`config.mk`:
```
export PLATFORM = sky130hd
export DESIGN_NAME = alu_digit_serial_flat
export DESIGN_NICKNAME = d
export VERILOG_FILES = /design/src/rtl/alu_digit_serial_pkg.sv /design/src/rtl/alu_digit_serial_if.sv /design/src/rtl/alu_digit_serial_digit.sv /design/src/rtl/alu_digit_serial.sv /design/src/flat_wrapper.sv
export SDC_FILE = /design/constraint.sdc
export NUM_CORES = 1
export LEC_CHECK = 0
export BUFFER_PORTS_ARGS = -buffer_cell sky130_fd_sc_hd__buf_2
export CORE_UTILIZATION = 55
export DETAILED_ROUTE_END_ITERATION = 12
export GPL_TIMING_DRIVEN = 0
export PLACE_DENSITY_LB_ADDON = 0.05
export SKIP_CTS_REPAIR_TIMING = 1
export SYNTH_ARGS = -nofsm -noshare
export SYNTH_HDL_FRONTEND = slang
export SYNTH_SLANG_ARGS = --single-unit
```
`constraint.sdc`:
```
create_clock -name clk -period 3.7 [get_ports clk]
set_clock_uncertainty 0.2 [all_clocks]
set_input_delay 0.37 -clock clk [delete_from_list [all_inputs] [get_ports clk]]
set_output_delay 0.37 -clock clk [all_outputs]
set_load 0.005 [all_outputs]
```
`src/rtl/alu_digit_serial_pkg.sv`:
```
// Shared definitions for the digit-serial ALU: op codes, FSM states, flag payload.
package alu_digit_serial_pkg;

    localparam int unsigned DIGIT_W = 4;

    typedef enum logic [2:0] {
        ALU_ORA = 3'd0,
        ALU_AND = 3'd1,
        ALU_EOR = 3'd2,
        ALU_ADC = 3'd3,
        ALU_AI  = 3'd4,
        ALU_ROL = 3'd5,
        ALU_ROR = 3'd6
    } alu_op_e;

    typedef enum logic {
        IDLE = 1'b0,
        RUN  = 1'b1
    } state_e;

    typedef struct packed {
        logic c;
        logic n;
        logic z;
        logic v;
        logic hc;
    } alu_flags_t;

endpackage

```
`src/rtl/alu_digit_serial_if.sv`:
```
// Request/result bundle between the core and the digit-serial ALU.
interface alu_digit_serial_if
    import alu_digit_serial_pkg::*;
#(
    parameter int unsigned WIDTH = 16
) ();

    logic             start;
    alu_op_e          op;
    logic             dec;
    logic             mem_bi;
    logic             inv_bi;
    logic [WIDTH-1:0] AI;
    logic [WIDTH-1:0] MI;
    logic             CI;
    logic             busy;
    logic             done;
    logic [WIDTH-1:0] OUT;
    logic             C;
    logic             N;
    logic             Z;
    logic             V;
    logic             HC;

    modport master (
        output start, op, dec, mem_bi, inv_bi, AI, MI, CI,
        input  busy, done, OUT, C, N, Z, V, HC
    );

    modport slave (
        input  start, op, dec, mem_bi, inv_bi, AI, MI, CI,
        output busy, done, OUT, C, N, Z, V, HC
    );

endinterface

```
`src/rtl/alu_digit_serial_digit.sv`:
```
// Combinational 4-bit ALU slice: one digit of result plus chain carry,
// raw binary carry out and carry into bit 3 (for overflow on the top digit).
module alu_digit_serial_digit
    import alu_digit_serial_pkg::*;
(
    input  logic [DIGIT_W-1:0] a_i,
    input  logic [DIGIT_W-1:0] b_i,
    input  logic               c_i,
    input  logic               nxt_i,
    input  logic               dec_i,
    input  logic               inv_i,
    input  alu_op_e            op_i,
    output logic [DIGIT_W-1:0] digit_o,
    output logic               carry_o,
    output logic               bin_carry_o,
    output logic               c3_o
);

    logic [DIGIT_W:0]   sum;
    logic [DIGIT_W-1:0] low3;

    always_comb begin
        sum         = 5'(a_i) + 5'(b_i) + 5'(c_i);
        low3        = 4'(a_i[2:0]) + 4'(b_i[2:0]) + 4'(c_i);
        bin_carry_o = sum[DIGIT_W];
        c3_o        = low3[3];
        digit_o     = 4'h5;
        carry_o     = sum[DIGIT_W];

        case (op_i)
            ALU_ADC: begin
                if (dec_i && !inv_i) begin
                    // BCD add: fold sums above 9 back into 0..9 with a carry
                    if (sum > 5'd9) begin
                        digit_o = 4'(sum + 5'd6);
                        carry_o = 1'b1;
                    end else begin
                        digit_o = sum[3:0];
                        carry_o = 1'b0;
                    end
                end else if (dec_i) begin
                    // BCD subtract: a missing carry means a borrow, remove the 6 skipped codes
                    if (!sum[DIGIT_W]) begin
                        digit_o = 4'(sum - 5'd6);
                        carry_o = 1'b0;
                    end else begin
                        digit_o = sum[3:0];
                        carry_o = 1'b1;
                    end
                end else begin
                    digit_o = sum[3:0];
                end
            end
            ALU_ORA: digit_o = a_i | b_i;
            ALU_AND: digit_o = a_i & b_i;
            ALU_EOR: digit_o = a_i ^ b_i;
            ALU_AI:  digit_o = a_i;
            ALU_ROL: begin
                digit_o = {a_i[2:0], c_i};
                carry_o = a_i[3];
            end
            ALU_ROR: begin
                // chain carry holds AI[0] unchanged through to the last digit
                digit_o = {nxt_i, a_i[3:1]};
                carry_o = c_i;
            end
            default: ;
        endcase
    end

endmodule

```
`src/rtl/alu_digit_serial.sv`:
```
// Digit-serial ALU: one 4-bit digit per clock, LSB first, start/busy/done handshake.
module alu_digit_serial
    import alu_digit_serial_pkg::*;
#(
    parameter int unsigned WIDTH = 16
) (
    input  logic               clk,
    input  logic               reset_n,
    alu_digit_serial_if.slave  bus
);

    localparam int unsigned DIGITS = WIDTH / DIGIT_W;
    localparam int unsigned CNT_W  = (DIGITS > 1) ? $clog2(DIGITS) : 1;
    localparam int unsigned RES_W  = WIDTH - DIGIT_W;
    localparam logic [CNT_W-1:0] LAST = CNT_W'(DIGITS - 1);

    state_e           state_q, state_d;
    logic [CNT_W-1:0] cnt_q,   cnt_d;
    logic [WIDTH-1:0] a_q,     a_d;
    logic [WIDTH-1:0] b_q,     b_d;
    logic [RES_W-1:0] res_q,   res_d;
    logic             c_q,     c_d;
    logic             ci_q,    ci_d;
    logic             hc_q,    hc_d;
    alu_op_e          op_q,    op_d;
    logic             dec_q,   dec_d;
    logic             inv_q,   inv_d;
    logic             busy_q,  busy_d;
    logic             done_q,  done_d;
    logic [WIDTH-1:0] out_q,   out_d;
    alu_flags_t       flags_q, flags_d;

    logic [DIGIT_W-1:0] digit;
    logic               carry;
    logic               bin_carry;
    logic               c3;
    logic               last;
    logic               nxt;

    assign last = (cnt_q == LAST);
    // ROR needs bit 0 of the next-higher digit; CI enters at the top
    assign nxt  = last ? ci_q : a_q[DIGIT_W];

    alu_digit_serial_digit u_digit (
        .a_i         (a_q[DIGIT_W-1:0]),
        .b_i         (b_q[DIGIT_W-1:0]),
        .c_i         (c_q),
        .nxt_i       (nxt),
        .dec_i       (dec_q),
        .inv_i       (inv_q),
        .op_i        (op_q),
        .digit_o     (digit),
        .carry_o     (carry),
        .bin_carry_o (bin_carry),
        .c3_o        (c3)
    );

    always_comb begin
        state_d = state_q;
        cnt_d   = cnt_q;
        a_d     = a_q;
        b_d     = b_q;
        res_d   = res_q;
        c_d     = c_q;
        ci_d    = ci_q;
        hc_d    = hc_q;
        op_d    = op_q;
        dec_d   = dec_q;
        inv_d   = inv_q;
        done_d  = 1'b0;
        out_d   = out_q;
        flags_d = flags_q;

        case (state_q)
            IDLE: begin
                if (bus.start) begin
                    state_d = RUN;
                    cnt_d   = '0;
                    a_d     = bus.AI;
                    b_d     = ({WIDTH{bus.mem_bi}} & bus.MI) ^ {WIDTH{bus.inv_bi}};
                    c_d     = (bus.op == ALU_ROR) ? bus.AI[0] : bus.CI;
                    ci_d    = bus.CI;
                    op_d    = bus.op;
                    dec_d   = bus.dec && (bus.op == ALU_ADC);
                    inv_d   = bus.inv_bi;
                end
            end
            RUN: begin
                a_d   = a_q >> DIGIT_W;
                b_d   = b_q >> DIGIT_W;
                c_d   = carry;
                res_d = RES_W'({digit, res_q} >> DIGIT_W);
                cnt_d = cnt_q + CNT_W'(1);
                if (cnt_q == '0) begin
                    hc_d = bin_carry;
                end
                if (last) begin
                    state_d     = IDLE;
                    done_d      = 1'b1;
                    out_d       = {digit, res_q};
                    flags_d.c   = carry;
                    flags_d.n   = digit[DIGIT_W-1];
                    flags_d.z   = ({digit, res_q} == '0);
                    flags_d.v   = c3 ^ bin_carry;
                    flags_d.hc  = hc_q;
                end
            end
            default: state_d = IDLE;
        endcase

        busy_d = (state_d == RUN);
    end

    always_ff @(posedge clk or negedge reset_n) begin
        if (!reset_n) begin
            state_q <= IDLE;
            cnt_q   <= '0;
            a_q     <= '0;
            b_q     <= '0;
            res_q   <= '0;
            c_q     <= 1'b0;
            ci_q    <= 1'b0;
            hc_q    <= 1'b0;
            op_q    <= ALU_ORA;
            dec_q   <= 1'b0;
            inv_q   <= 1'b0;
            busy_q  <= 1'b0;
            done_q  <= 1'b0;
            out_q   <= '0;
            flags_q <= '0;
        end else begin
            state_q <= state_d;
            cnt_q   <= cnt_d;
            a_q     <= a_d;
            b_q     <= b_d;
            res_q   <= res_d;
            c_q     <= c_d;
            ci_q    <= ci_d;
            hc_q    <= hc_d;
            op_q    <= op_d;
            dec_q   <= dec_d;
            inv_q   <= inv_d;
            busy_q  <= busy_d;
            done_q  <= done_d;
            out_q   <= out_d;
            flags_q <= flags_d;
        end
    end

    assign bus.busy = busy_q;
    assign bus.done = done_q;
    assign bus.OUT  = out_q;
    assign bus.C    = flags_q.c;
    assign bus.N    = flags_q.n;
    assign bus.Z    = flags_q.z;
    assign bus.V    = flags_q.v;
    assign bus.HC   = flags_q.hc;

endmodule

```
`src/flat_wrapper.sv`:
```
// flat-port wrapper written by rule: the top's interface ports become plain ports
module alu_digit_serial_flat import alu_digit_serial_pkg::*;
#(
    parameter int unsigned WIDTH = 16
)
  (clk, reset_n, bus_start, bus_op, bus_dec, bus_mem_bi, bus_inv_bi, bus_AI, bus_MI, bus_CI, bus_busy, bus_done, bus_OUT, bus_C, bus_N, bus_Z, bus_V, bus_HC);
  alu_digit_serial_if #(.WIDTH(WIDTH)) bus_i ();
  input  logic clk;
  input  logic reset_n;
  input wire logic [$bits(bus_i.start)-1:0] bus_start;
  input wire logic [$bits(bus_i.op)-1:0] bus_op;
  input wire logic [$bits(bus_i.dec)-1:0] bus_dec;
  input wire logic [$bits(bus_i.mem_bi)-1:0] bus_mem_bi;
  input wire logic [$bits(bus_i.inv_bi)-1:0] bus_inv_bi;
  input wire logic [$bits(bus_i.AI)-1:0] bus_AI;
  input wire logic [$bits(bus_i.MI)-1:0] bus_MI;
  input wire logic [$bits(bus_i.CI)-1:0] bus_CI;
  output wire logic [$bits(bus_i.busy)-1:0] bus_busy;
  output wire logic [$bits(bus_i.done)-1:0] bus_done;
  output wire logic [$bits(bus_i.OUT)-1:0] bus_OUT;
  output wire logic [$bits(bus_i.C)-1:0] bus_C;
  output wire logic [$bits(bus_i.N)-1:0] bus_N;
  output wire logic [$bits(bus_i.Z)-1:0] bus_Z;
  output wire logic [$bits(bus_i.V)-1:0] bus_V;
  output wire logic [$bits(bus_i.HC)-1:0] bus_HC;
  assign bus_i.start = bus_start;
  assign bus_i.op = bus_op;
  assign bus_i.dec = bus_dec;
  assign bus_i.mem_bi = bus_mem_bi;
  assign bus_i.inv_bi = bus_inv_bi;
  assign bus_i.AI = bus_AI;
  assign bus_i.MI = bus_MI;
  assign bus_i.CI = bus_CI;
  assign bus_busy = bus_i.busy;
  assign bus_done = bus_i.done;
  assign bus_OUT = bus_i.OUT;
  assign bus_C = bus_i.C;
  assign bus_N = bus_i.N;
  assign bus_Z = bus_i.Z;
  assign bus_V = bus_i.V;
  assign bus_HC = bus_i.HC;
  alu_digit_serial #(.WIDTH(WIDTH)) u_core (.clk(clk), .reset_n(reset_n), .bus(bus_i));
endmodule
```
==> flow_summary_export.csv, run 1 <==
group,metric,value,unit
timing,finalCritPeriodShare,96.1,%
pwr,leakage,2.26,nW
cells_and_area,final_cell_count_no_fill,603,
logic_synthesis,synth_area,4080,um^2
detailed_routing,drt_iter0_drc,157,
worst_setup_path,r2r_slack,0.15,ns
placement,gp_congestion,0.824,
timing,hold_ws,0.0239,ns
detailed_routing,vias,3355,
worst_setup_path,critPathLaunchType,"register",
logic_synthesis,synth_area_leaders,"dfrtp_1 (47%), nand2_1 (7.1%), mux2_2 (6.6%)",
clock_tree,clock-root-buffer,"clkbuf_8",
detailed_routing,route.detailed.drc,0,
worst_setup_path,worstPathArrival,3.60,ns
logic_synthesis,synth_nets,481,
cells_and_area,areaGrowthSynthToFinish,16.8,%
logic_synthesis,ys_seq_elements,76,
timing,finalSetupViolCount,0,
global_route,grt_pass1_vias,3257,
detailed_routing,wire_per_inst,16.0,um
floorplanning,dieArea,7770,um^2
cells_and_area,antenna_cells,0,
logic_synthesis,synth_top_area_cell,"dfrtp_1",
run_status,status,"completed",
cells_and_area,final_area,4770,um^2
clock_tree,h-tree-depth,3,
detailed_routing,firstDrtPassIters,4,
floorplanning,die_h,88.2,um
timing,drv_slew,0,
placement,numPlacedInstances,586,
floorplanning,io_pins,65,
global_route,grt_max_degree,40,
floorplanning,fp-row-count,31,
pwr,power.density,855,nW/um^2
worst_setup_path,endpoint_kind,"register",
clock_tree,clockBufferDepth,2,
placement,post-place-ws,0.0471,ns
logic_synthesis,synth_cell_types,51,
worst_setup_path,cp.required,3.75,ns
timing,period_minus_slack,3.55,ns
worst_setup_path,r2r_cells,10,
worst_setup_path,critPathKind,"reg2reg",
cells_and_area,num-nets-final,555,
logic_synthesis,synth_edf_count,0,
timing,slew_headroom,50.6,%
placement,dpl_cell_area,4540,um^2
cells_and_area,drive_above_1_share,22.4,%
floorplanning,floorplan.initialDensity,56.6,%
detailed_routing,avgViaCountPerCell,5.56,
timing,hold_viol_final,0,
pwr,total_power,4.08,mW
floorplanning,dieWidth,88.2,um
worst_setup_path,crit_end,"u_core.bus.Z",
clock_tree,clkTransAtPathRegs,0.09,ns
clock_tree,clk-insertion-delay-late,0.35,ns
floorplanning,core-area,7210,um^2
worst_setup_path,startpoint,"u_core.b_q[0]",
hold_path,holdCritPathClass,"in2reg",
timing,rsz0062_at_grt,"no",
logic_synthesis,avgSynthCellArea,9.61,um^2
clock_tree,cts_buffers,9,
timing,tightest_slew,0.742,ns
worst_setup_path,r2r-start,"u_core.b_q[0]",
pwr,peakVddDrop,0.449,mV
detailed_routing,routed_wl,9650,um
timing,finalWorstSetupSlack,0.146,ns
logic_synthesis,synth_flop_cell,"dfrtp_1",
global_route,overflow,0,
logic_synthesis,postSynthCellCount,425,
worst_setup_path,reg2reg_to,"u_core.bus.Z",
clock_tree,cts.sinks,76,
global_route,grt_first_pass_wirelength,16000,um
timing,fmax,281,MHz
logic_synthesis,synth_top_area_share,46.6,%
logic_synthesis,seq_area_frac_synth,46.6,%
run,cap_violations,0,
clock_tree,cts_tree,"yes",
placement,place_hpwl,6800,um
placement,port_buffers,61,
worst_setup_path,critPathMaxFanout,4,
global_route,grtUsageTotal,27.3,%
global_route,antenna_found_initial,0,
logic_synthesis,synth-warning-count,0,
detailed_routing,ant_nets,0,
logic_synthesis,async_reset_ff_share,100,%
[synthesized netlist by cell type, drive strengths merged, types with 2 or more instances]
cell type,number
a211o,3
a211oi,10
a21o,4
a21oi,14
a31oi,4
and3,4
and4,2
buf,6
clkbuf,23
dfrtp,76
fa,2
ha,12
inv,16
mux2,24
mux2i,22
nand2,77
nand2b,3
nand3,7
nand3b,4
nor2,18
nor2b,2
nor4,3
o21ai,52
or3,2
xor2,17
[cell usage in the layout (no fill, tap or decap), types with 3 or more instances in the layout]
cell and instances:
clkbuf_1 22, clkinvlp_4 3, nor2_1 18, xor2_1 16
buf_1 3, ha_1 12, mux2i_1 22, a211oi_1 9
nand2b_1 3, nand2_1 77, buf_2 61, nand3b_1 4
nor4_1 3, nand3_1 7, clkbuf_8 9, a211o_1 3
o21ai_0 51, a21oi_1 14, inv_1 16, a31oi_1 4
dfrtp_1 76, mux2_2 24
[area by class of cell]
class | instances | area [um^2]
Buffer | 29 | 123
Clock buffer | 9 | 124
Clock inverter | 7 | 81.3
Fill cell | 665 | 2440
Inverter | 17 | 63.8
Multi-Input combinational cell | 303 | 2010
Sequential cell | 76 | 1900
Tap cell | 99 | 124
Timing Repair Buffer | 63 | 338
[sequential cells by signal, indices dropped and copies added, names as in the netlist, 2 cells and up]
register	cells
u_core.a_q	16
u_core.b_q	16
u_core.res_q	12
u_core.op_q	3
u_core.bus.OUT	15
u_core.cnt_q	2
[power breakdown]
part	internal (mW)	switching (mW)	leakage [nW]
clock	0.321	0.340	0.0944
sequential	1.20	0.276	0.946
combinational	0.840	1.10	1.22
total	2.36	1.72	2.26
[routing by layer]
metal | track usage, % | vias up | share of wire (%)
met4 | 9.24 | 0 | 1.9
met3 | 5.94 | 17 | 4.7
met5 | 0 | - | 0
met2 | 41.5 | 87 | 46
met1 | 38.9 | 1634 | 47
li1 | - | 1617 | -
[per-stage QoR]
stage	util [%]	TNS [ns]
after floorplan	-	0
after global placement	62.6	0
after detailed placement	62.9	0
after CTS	65.7	-0.000368
after global routing	66.1	0
final	66.1	0
[how the worst min path moves through the flow]
stage	from	endpoint	slack, ns	cells after the start
floorplan	reset_n	u_core.a_q[0]	-0.13	0
global placement	u_core.b_q[11]	u_core.b_q[7]	0.26	2
detailed placement	reset_n	u_core.b_q[1]	0.17	1
CTS	reset_n	u_core.b_q[1]	-0.22	1
global route	bus_op[2]	u_core.op_q[2]	0.05	3
finish	bus_op[0]	u_core.op_q[0]	0.02	3
[worst max-delay path: stages (launching register included)]
cell and delay, ns:
dfrtp_1 0.46, fa_1 0.48, fa_1 0.46, xor2_2 0.19, inv_1 0.12, ha_1 0.26
a221oi_2 0.32, nand3_1 0.16, and3_1 0.21, o31a_1 0.34, a31o_1 0.24
[logic make-up after synthesis]
group,Yosys count,synth area share [%]
AND/OR/NAND/NOR,126,13.8
AO/OA/AOI/OAI,99,14.6
flip-flops,76,46.6
buffers and inverters,46,4.56
multiplexers,46,12.0
XOR/XNOR,18,3.86
adder cells (fa/ha/maj),14,4.66
(Power assumes the default switching activity.)
==> inputs of run 2 (changes only) <==
Settings changed: CTS_CLUSTER_DIAMETER from default to 80.
Clock period 3.7 ns to 3.6 ns, I/O delays scaled along.
==> run 2 against run 1 <==
Sequential cell count stayed put. Worst setup slack worse by 0.037 ns. Global-route usage stayed put. Critical path type unchanged. Critical endpoint unchanged.
==> flow_summary_export.csv, run 2 (synthesized netlist as in run 1, its figures left out) <==
group,metric,value,unit
placement,place_hpwl,6800,um
floorplanning,core-area,7210,um^2
cells_and_area,final_area,4770,um^2
timing,drv_slew,0,
global_route,grt_max_degree,40,
timing,hold_ws,0.0139,ns
cells_and_area,final_util,66.1,%
timing,slew_headroom,50.5,%
cells_and_area,areaGrowthSynthToFinish,16.9,%
placement,dpl_cell_area,4540,um^2
detailed_routing,drt_iter0_drc,157,
detailed_routing,ant_nets,0,
worst_setup_path,cp.required,3.65,ns
cells_and_area,antenna_cells,0,
worst_setup_path,critPathKind,"reg2reg",
run_status,status,"completed",
global_route,grt_pass1_vias,3257,
floorplanning,dieWidth,88.2,um
detailed_routing,avgViaCountPerCell,5.56,
floorplanning,floorplan.initialDensity,56.6,%
cells_and_area,num-nets-final,555,
placement,gp_congestion,0.824,
detailed_routing,wire_per_inst,16.0,um
pwr,peakVddDrop,0.462,mV
clock_tree,clock-root-buffer,"clkbuf_8",
clock_tree,clkTransAtPathRegs,0.09,ns
pwr,leakage,2.26,nW
timing,hold_viol_final,0,
detailed_routing,vias,3352,
worst_setup_path,worstPathArrival,3.54,ns
clock_tree,cts_tree,"yes",
cells_and_area,final_cell_mix,"nand2_1 (77), dfrtp_1 (76), buf_2 (61), o21ai_0 (51), mux2_2 (24)",
cells_and_area,fillers,665,
global_route,overflow,0,
timing,tightest_slew,0.743,ns
detailed_routing,route.detailed.drc,0,
detailed_routing,firstDrtPassIters,4,
worst_setup_path,critPathLaunchType,"register",
cells_and_area,final_common_cell,"nand2_1",
worst_setup_path,critPathMaxFanout,4,
timing,finalSetupViolCount,0,
global_route,antenna_found_initial,0,
hold_path,holdCritPathClass,"in2reg",
floorplanning,fp-row-count,31,
clock_tree,clk-insertion-delay-late,0.35,ns
cells_and_area,drive_above_1_share,22.6,%
global_route,grt_first_pass_wirelength,16000,um
floorplanning,io_pins,65,
clock_tree,h-tree-depth,3,
clock_tree,cts_buffers,9,
clock_tree,clockBufferDepth,2,
timing,finalCritPeriodShare,97.0,%
pwr,power.density,880,nW/um^2
clock_tree,cts.sinks,76,
pwr,total_power,4.20,mW
global_route,grtUsageTotal,27.3,%
detailed_routing,routed_wl,9650,um
floorplanning,die_h,88.2,um
placement,port_buffers,61,
floorplanning,dieArea,7770,um^2
timing,period_minus_slack,3.49,ns
worst_setup_path,endpoint_kind,"register",
timing,fmax,286,MHz
run,cap_violations,0,
==> run 2: cell counts in the layout (fill, tap and decap cells not counted) <==
No cell type changed its count.
==> run 2: path summary, 6_finish.rpt <==
kind	start	endpoint	slack, ns	depth (start not counted)
hold / removal	bus_op[0]	u_core.op_q[0]	0.01	3
max in group asynchronous	reset_n	u_core.bus.OUT[3]	2.31	3
setup / recovery	u_core.b_q[0]	u_core.bus.Z	0.11	10
hold reg to reg	u_core.bus.V	u_core.bus.V	0.28	2
min in group asynchronous	reset_n	u_core.b_q[1]	0.30	2
setup reg to reg	u_core.b_q[0]	u_core.bus.Z	0.11	10
==> run 2: area by class of cell <==
cell class	instances	area [um^2]	area share, %
Multi-Input combinational cell	303	2020	42.3
Sequential cell	76	1900	39.9
Timing Repair Buffer	63	338	7.08
Clock buffer	9	124	2.60
Tap cell	99	124	2.60
Buffer	29	123	2.57
Clock inverter	7	81.3	1.70
Inverter	17	63.8	1.34
==> run 2: worst max-delay path: stages, from the launching register on <==
cell      delay [ns]
dfrtp_1         0.46
fa_1            0.49
fa_2            0.40
xor2_2          0.18
inv_1           0.12
ha_1            0.26
a221oi_2        0.32
nand3_1         0.16
and3_1          0.21
o31a_1          0.34
a31o_1          0.24
==> run 2: report_power, final <==
group	leakage, nW	switching [mW]	total, mW	internal, mW
combinational	1.22	1.13	2.00	0.869
sequential	0.946	0.285	1.52	1.23
clock	0.0944	0.350	0.679	0.330
total	2.26	1.77	4.20	2.43
==> run 2: metal layers <==
layer	up-vias	wire (um)	GRT usage, %
met5	-	0	0
met4	0	188	9.24
met3	17	427	5.94
met2	86	4470	41.5
met1	1631	4570	38.9
li1	1618	-	-
==> run 2: stage by stage <==
step,std cells,worst slack (ns),TNS [ns]
detailed placement,586,-0.0529,-0.134
floorplan,425,0.391,0
global route,603,-0.00291,-0.00291
CTS,602,-0.100,-0.256
global placement,585,-0.0438,-0.109
finish,603,0.109,0
